<file path="src/rtl/wb_fml_bridge.sv">
// Wishbone classic slave to FastMemoryLink bridge.
// Reads are served from a single 4-word line buffer, refilled by a 4-word
// FML read burst on a miss. Writes are pushed through as a 4-word FML write
// burst carrying one enabled word, and update the line buffer on a hit.
module wb_fml_bridge #(
  parameter int adr_width = 25
) (
  input  logic                 clk,
  input  logic                 reset_n,

  input  logic [31:0]          wb_adr_i,
  input  logic [31:0]          wb_dat_i,
  output logic [31:0]          wb_dat_o,
  input  logic [3:0]           wb_sel_i,
  input  logic                 wb_cyc_i,
  input  logic                 wb_stb_i,
  input  logic                 wb_we_i,
  output logic                 wb_ack_o,

  output logic [adr_width-1:0] fml_adr,
  output logic                 fml_rd,
  output logic                 fml_wr,
  input  logic                 fml_done,
  output logic [31:0]          fml_wdat,
  output logic [3:0]           fml_wbe,
  output logic                 fml_wnext,
  input  logic                 fml_rempty,
  output logic                 fml_rnext,
  input  logic [31:0]          fml_rdat
);

  typedef enum logic [2:0] {
    IDLE,
    RD_REQ,
    RD_FILL,
    WR_PUSH,
    WR_REQ,
    ACK
  } state_t;

  state_t               state;
  logic [31:0]          line [4];
  logic [adr_width-5:0] tag;
  logic                 valid;
  logic [1:0]           cnt;
  logic [1:0]           word;
  logic [31:0]          wdat_q;
  logic [3:0]           sel_q;

  logic                 req;
  logic                 hit;
  logic [1:0]           aidx;
  logic                 unused_adr;

  assign req  = wb_cyc_i & wb_stb_i & ~wb_ack_o;
  assign hit  = valid && (wb_adr_i[adr_width-1:4] == tag);
  assign aidx = wb_adr_i[3:2];

  // Address bits outside the FML window and the byte offset are ignored.
  assign unused_adr = ^{wb_adr_i[31:adr_width], wb_adr_i[1:0]};

  // Pop the read FIFO whenever a word is available during the line fill.
  assign fml_rnext = (state == RD_FILL) & ~fml_rempty;

  // Main controller: Wishbone handshake, FML bursts and line buffer upkeep.
  always_ff @(posedge clk or negedge reset_n) begin
    if (!reset_n) begin
      state     <= IDLE;
      wb_dat_o  <= '0;
      wb_ack_o  <= 1'b0;
      fml_adr   <= '0;
      fml_rd    <= 1'b0;
      fml_wr    <= 1'b0;
      fml_wdat  <= '0;
      fml_wbe   <= '0;
      fml_wnext <= 1'b0;
      tag       <= '0;
      valid     <= 1'b0;
      cnt       <= '0;
      word      <= '0;
      wdat_q    <= '0;
      sel_q     <= '0;
      for (int unsigned i = 0; i < 4; i++) line[i] <= '0;
    end else begin
      wb_ack_o <= 1'b0;
      case (state)
        IDLE: begin
          if (req) begin
            if (!wb_we_i) begin
              if (hit) begin
                wb_dat_o <= line[aidx];
                state    <= ACK;
              end else begin
                fml_adr <= {wb_adr_i[adr_width-1:4], 4'b0000};
                word    <= aidx;
                valid   <= 1'b0;
                fml_rd  <= 1'b1;
                state   <= RD_REQ;
              end
            end else begin
              if (hit) begin
                for (int unsigned b = 0; b < 4; b++)
                  if (wb_sel_i[b]) line[aidx][8*b +: 8] <= wb_dat_i[8*b +: 8];
              end
              fml_adr   <= {wb_adr_i[adr_width-1:4], 4'b0000};
              word      <= aidx;
              wdat_q    <= wb_dat_i;
              sel_q     <= wb_sel_i;
              // Word 0 goes out on the accepting edge; words 1..3 follow.
              fml_wnext <= 1'b1;
              fml_wdat  <= (aidx == 2'd0) ? wb_dat_i : '0;
              fml_wbe   <= (aidx == 2'd0) ? wb_sel_i : '0;
              cnt       <= 2'd1;
              state     <= WR_PUSH;
            end
          end
        end

        RD_REQ: begin
          if (fml_done) begin
            fml_rd <= 1'b0;
            cnt    <= '0;
            state  <= RD_FILL;
          end
        end

        RD_FILL: begin
          if (!fml_rempty) begin
            line[cnt] <= fml_rdat;
            cnt       <= cnt + 2'd1;
            if (cnt == 2'd3) begin
              tag      <= fml_adr[adr_width-1:4];
              valid    <= 1'b1;
              // Word 3 is still in flight on this edge, so take it from the bus.
              wb_dat_o <= (word == 2'd3) ? fml_rdat : line[word];
              state    <= ACK;
            end
          end
        end

        WR_PUSH: begin
          fml_wdat <= (cnt == word) ? wdat_q : '0;
          fml_wbe  <= (cnt == word) ? sel_q  : '0;
          cnt      <= cnt + 2'd1;
          if (cnt == 2'd3) state <= WR_REQ;
        end

        WR_REQ: begin
          fml_wnext <= 1'b0;
          fml_wdat  <= '0;
          fml_wbe   <= '0;
          // The command is raised on entry, after the last data push.
          if (fml_wr && fml_done) begin
            fml_wr <= 1'b0;
            state  <= ACK;
          end else begin
            fml_wr <= 1'b1;
          end
        end

        ACK: begin
          wb_ack_o <= wb_cyc_i & wb_stb_i;
          state    <= IDLE;
        end

        default: state <= IDLE;
      endcase
    end
  end

endmodule

</file>
<file path="config.mk">
export PLATFORM = sky130hd
export DESIGN_NAME = wb_fml_bridge
export DESIGN_NICKNAME = d
export VERILOG_FILES = /design/src/rtl/wb_fml_bridge.sv
export SDC_FILE = /design/constraint.sdc
export NUM_CORES = 1
export LEC_CHECK = 0
export ABC_AREA = 1
export BUFFER_PORTS_ARGS = -buffer_cell sky130_fd_sc_hd__buf_2
export CORE_ASPECT_RATIO = 1.2
export CORE_MARGIN = 3
export CORE_UTILIZATION = 30
export CTS_BUF_LIST = sky130_fd_sc_hd__clkbuf_4
export CTS_CLUSTER_DIAMETER = 30
export DETAILED_ROUTE_END_ITERATION = 7
export PLACE_DENSITY = 0.48
export SYNTH_ARGS = -nofsm -noshare
export SYNTH_HDL_FRONTEND = slang
export SYNTH_SLANG_ARGS = --single-unit
</file>
<file path="constraint.sdc">
create_clock -name clk -period 4.5 [get_ports clk]
set_clock_uncertainty 0.05 [all_clocks]
set_input_delay 0.9 -clock clk [delete_from_list [all_inputs] [get_ports clk]]
set_output_delay 0.9 -clock clk [all_outputs]
set_load 0.05 [all_outputs]
</file>
# Yosys cells after proc, flatten, opt, wreduce, memory -nomap -nowiden
# Cells that the tools add are included.
[totals] reg_bits=290 input_bits=107 output_inout_bits=98 word_cells=168
[classes] addsub=1 magnitude_cmp=5 eq_ne=20 n_mux=93 bitwise=8 n_reduce_logical=22
[op_table] op="128-bit 2-to-1 mux" n=20
[op_table] op="128-bit bitwise mux" n=5
[op_table] op="32-bit 2-to-1 mux" n=16
[op_table] op="32-bit demux with 2-bit select" n=5
[op_table] op="128-bit case mux with 2 select lines" n=1
[op_table] op="32-bit binary-select mux with 2-bit select" n=2
[op_table] op="32-bit case mux with 3 select lines" n=1
[op_table] op="32-bit case mux with 2 select lines" n=1
[op_table] op="25-bit 2-to-1 mux" n=2
[op_table] op="24-bit 2-to-1 mux" n=1
[op_table] op="3-bit 2-to-1 mux" n=8
[op_table] op="21-bit equality test" n=1
[op_table] op="2-bit != test, second input constant" n=10
[op_table] op="6-bit AND reduction" n=3
[op_table] op="16-bit 2-to-1 mux" n=1
[op_table] op="4-bit 2-to-1 mux" n=4
[op_table] op="3-bit case mux with 5 select lines" n=1
[op_table] op="3-bit AND reduction" n=5
[op_table] op="5-bit AND reduction" n=3
[op_table] op="1-bit 2-to-1 mux" n=13
[op_table] op="2-bit 2-to-1 mux" n=6
[op_table] op="4-bit case mux with 3 select lines" n=1
[op_table] op="3-bit greater-or-equal comparator, second input constant" n=3
[op_table] op="2-bit inverter with 3-bit output" n=3
[op_table] op="other kinds (19)" n=33

# Longest topological paths before layout
[logic_depth] depth_word=29 depth_mapped=12 depth_no_buf=11

# Worst setup path after synthesis
# No wires, ideal clock.
[synth_path] kind="input to register" startpoint="in wb_adr_i[13]" endpoint="reg fml_adr[10]" setup_time_ns=0.066 t_arrival_ns=2.265 required_time_ns=4.384 slack_ns=2.119 stages=9 n_path_buf=1 path_cell_list="or2_2 > nand3_1 > nor2_1 > nand3_1 > nand2_1 > o21ai_1 > clkbuf_1 > nand2_1 > nand2_1"
[synth_between] elab_chain_cells=4
[synth_lines] item="start: declaration" line_no="11" source="input logic [31:0] wb_adr_i,"
[synth_lines] item="21-bit equality test" line_no="56" source="assign hit = valid && (wb_adr_i[adr_width-1:4] == tag);"
[synth_lines] item="1-bit logical AND" line_no="56"
[synth_lines] item="2-bit != test (no line)"
[synth_lines] item="3-bit AND reduction (no line)"
[synth_lines] item="end signal: assignment" line_no="94" source="fml_adr <= {wb_adr_i[adr_width-1:4], 4'b0000};"
[synth_lines] item="end signal: assignment" line_no="105" source="fml_adr <= {wb_adr_i[adr_width-1:4], 4'b0000};"
[synth_lines] item="end: declaration" line_no="20" source="output logic [adr_width-1:0] fml_adr,"
# No other way between the ends.
# A chain may end at the register's enable or synchronous reset.

# Worst setup path in the final report
[layout_path] startpoint="reg state[1]" endpoint="reg line[82] (netlist bit)"
[layout_between] elab_chain_cells=3 word_cells_on_any_way=9 classes_between="5 x eq/ne; 1 x mux; 3 x reduce/logical"
[layout_lines] item="start: declaration" line_no="41" source="state_t state;"
[layout_lines] item="start signal: assignment" line_no="68" source="state <= IDLE;"
[layout_lines] item="start signal: assignment" line_no="92" source="state <= ACK;"
[layout_lines] item="start signal: assignment" line_no="98" source="state <= RD_REQ;"
[layout_lines] item="3-bit by 2-bit equality test with 1-bit output or 3-bit zero test (tied branches)" line_no="86" source="case (state)"
[layout_lines] item="2-bit != test (no line) or 2-bit nonzero test (tied branches)"
[layout_lines] item="5-bit AND reduction (no line)"
[layout_lines] item="end signal: indexed assignment" line_no="103" source="if (wb_sel_i[b]) line[aidx][8*b +: 8] <= wb_dat_i[8*b +: 8];"
[layout_lines] item="end signal: indexed assignment" line_no="129" source="line[cnt] <= fml_rdat;"
[layout_lines] item="end: declaration" line_no="42" source="logic [31:0] line [4];"
# Several ways; a longest one is shown, not always the timed one.

==> flow_metrics.py <==
metrics = {
    "worst_setup_path": {
        "critPathMaxStageDelay_ps": 560,
        "crit_cells": 11,
        "cpMostUsedCell": "nand2_1",
        "cp_top_family": "simple AND/OR/NAND/NOR gates",
        "crit_required_ps": 5130,
        "cp-start-kind": "flip-flop",
        "cp-end-kind": "flip-flop",
        "path_buf_inv": 4,
        "worst_path_max_delay_cell": "nand4_1",
        "critPathKind": "reg -> reg",
        "path_cells": "inv_2 > nor2_2 > nand2_2 > inv_2 > buf_4 > nand2_1 > buf_4 > nand2_1 > nand4_1 > nand2_1 > nand2_1",
        "reg2regPathDepth": 11,
        "critPathArrivalTime_ps": 4150,
        "cp_max_fo": 41,
    },
    "cts": {
        "postCtsSetupRepairBufs": 0,
        "cts_hold_buf": 0,
        "cts_tree": "built",
        "clk-insertion-delay-late_ps": 820,
        "cts.sinks": 286,
        "numCtsBuffers": 86,
        "cts_resized": 0,
        "cts_buffer_depth": 3,
        "cts_max_level": 3,
        "cts_root_buf": "clkbuf_4",
        "clkTransAtPathRegs_ps": 60,
    },
    "synth": {
        "synth_cells": 2089,
        "synth.distinct_cells": 31,
        "synth-seq-cells": 286,
        "syn_avg_cell_area_um2": 7.49,
        "synth_area_um2": 15700,
        "ys_seq_area_share_pct": 45.7,
        "yosysWarnings": 0,
    },
    "cells_and_area": {
        "fin_cells": 3041,
        "syn_to_final_growth_pct": 17.8,
        "fillerInstances": 5563,
        "drive_gt1_share_pct": 17.8,
        "final_net_count": 2388,
        "fin_area_um2": 18400,
    },
    "drt": {
        "wire_per_inst_um": 20.1,
        "via_count": 15800,
        "dr.pass1.iters": 8,
        "post_drt_via_cell_ratio": 5.21,
        "drt_iter0_markers": 1366,
        "drt-total-wl_mm": 61.2,
        "drtAntennaViolNets": 0,
        "drc": 0,
    },
    "grt": {
        "grt_usage_pct": 22.0,
        "grt_pass1_wl_mm": 94.8,
        "grt_overflow": 0,
        "grt_max_degree": 129,
        "grt_pass1_vias": 15700,
        "grt_antenna_before_repair": 17,
    },
    "placed_design": {
        "placed_area_um2": 17300,
        "place.gp.congestion": 0.875,
        "dp_hpwl_mm": 41.9,
        "portBuffers": 191,
        "dp.cells": 2886,
    },
    "worst_hold_path": {
        "holdCritPathClass": "in -> async",
    },
    "pwr": {
        "ir_worst_vdd_mv": 0.341,
        "p_leak_nw": 9.25,
        "p_per_area_nw_per_um2": 716,
    },
    "floorplan": {
        "core-area_um2": 51500,
        "ioPinCount": 205,
        "dieHeight_um": 256,
        "die-area_um2": 55000,
        "rows": 91,
        "die_w_um": 215,
        "initial_core_util_pct": 30.4,
    },
    "sta": {
        "max_freq_ghz": 0.284,
        "slew-limit-headroom_pct": 34.6,
        "slew_viol_final": 0,
        "hold_ws_ps": 8.93,
        "hold_viol": 0,
        "setup_violations": 0,
        "tns_ps": 0,
        "period_needed_ps": 3520,
        "tightest_slew_ps": 981,
        "rsz0062_at_grt": "no",
        "fin_crit_sh_pct": 78.2,
    },
    "run_status": {
        "status": "finished clean",
    },
    "run": {
        "drv_cap": 0,
    },
}
[cell usage after synthesis]
| library cell | n | area (um2) |
|---|---|---|
| mux2_2 | 23 | 259 |
| dfrtp_1 | 286 | 7160 |
| xor2_1 | 1 | 8.76 |
| nand4_1 | 146 | 913 |
| nor2_1 | 71 | 267 |
| o21ai_1 | 12 | 60.1 |
| a21oi_1 | 123 | 616 |
| a31oi_1 | 18 | 113 |
| buf_1 | 21 | 78.8 |
| nand2_1 | 692 | 2600 |
| and3_1 | 32 | 200 |
| conb_1 | 1 | 3.75 |
| a21oi_4 | 1 | 16.3 |
| clkinv_1 | 13 | 48.8 |
| o21ai_0 | 120 | 601 |
| inv_1 | 180 | 676 |
| nor4_1 | 2 | 12.5 |
| buf_4 | 18 | 135 |
| clkbuf_1 | 85 | 319 |
| o31ai_1 | 1 | 7.51 |
| or2_2 | 6 | 37.5 |
| inv_2 | 5 | 18.8 |
| nor3_1 | 4 | 20.0 |
| nor2_2 | 3 | 18.8 |
| o32ai_1 | 1 | 8.76 |
| ha_1 | 4 | 50.1 |
| o22ai_1 | 146 | 913 |
| buf_2 | 15 | 75.1 |
| nand3_1 | 26 | 130 |
| o2111ai_1 | 32 | 280 |
| o21ai_2 | 1 | 8.76 |
[kinds of logic (layout without fill, tap and decap cells)]
logic type | Yosys count | count (layout) | share of synthesized area [%]
mux | 23 | 23 | 1.65
compound gates | 455 | 455 | 16.8
buf+inv | 337 | 579 | 8.63
simple gates | 982 | 982 | 26.8
fa+ha+maj | 4 | 4 | 0.320
other cells | 1 | 14 | 0.0240
flops | 286 | 286 | 45.7
xor+xnor | 1 | 1 | 0.0560
[placed cells by master (no fill, tap or decap), types with 43 or more instances in the layout]
cell type,instances
buf_2,190
o22ai_1,146
o21ai_0,120
clkbuf_4,117
nand2_1,689
inv_1,180
a21oi_1,122
buf_4,43
nand4_1,146
dfrtp_1,284
nor2_1,67
[sequential cells by signal (all words and copies together) (netlist names), 3 cells and up]
signal,count
state,3
wdat_q,32
fml_wbe,4
tag,21
wb_dat_o,32
line,128
fml_wdat,32
sel_q,4
fml_adr,21
[cell type report]
| class | count | area (um2) | share of cell area (%) |
|---|---|---|---|
| antenna | 10 | 25.0 | 0.136 |
| clock buffer | 117 | 878 | 4.77 |
| clock inverter | 28 | 221 | 1.20 |
| inverter | 198 | 743 | 4.03 |
| multi-input combinational | 1469 | 7200 | 39.1 |
| sequential | 286 | 7160 | 38.9 |
| tap | 697 | 872 | 4.73 |
| timing repair buffer | 236 | 1330 | 7.21 |
[per-layer routing]
metal / vias up / GRT usage [%] / part of all wire (%)
met2: 740 / 33.7 / 45
met4: 12 / 9.93 / 3.5
met3: 141 / 6.98 / 9.7
li1: 7543 / - / -
met5: - / 0 / 0.14
met1: 7402 / 28.4 / 42
[metrics by stage]
stage | setup WS, ps | utilization (%) | power [mW]
6_report | 980 | 35.8 | 13.2
5_1_grt | 848 | 35.8 | 14.2
4_1_cts | 985 | 35.8 | 13.3
3_5_place_dp | 1020 | 33.6 | 10.6
3_3_place_gp | 992 | 33.6 | 10.5
2_1_floorplan | 2120 | - | 8.62
[final timing paths]
path	to	startpoint	slack [ps]
setup / recovery	line[82]	state[1]	980
hold / removal	wb_dat_o[12]	reset_n	9
setup reg to reg	line[82]	state[1]	980
hold reg to reg	wdat_q[27]	wdat_q[27]	420
max in group asynchronous	line[26]	reset_n	3370
min in group clk	fml_adr[9]	wb_adr_i[9]	260
[power by group]
| group | switching (mW) | total, mW | internal [mW] |
|---|---|---|---|
| Sequential | 0.771 | 4.41 | 3.63 |
| Clock | 1.19 | 2.62 | 1.43 |
| Combinational | 4.56 | 6.18 | 1.62 |
(Power assumes the default switching activity.)
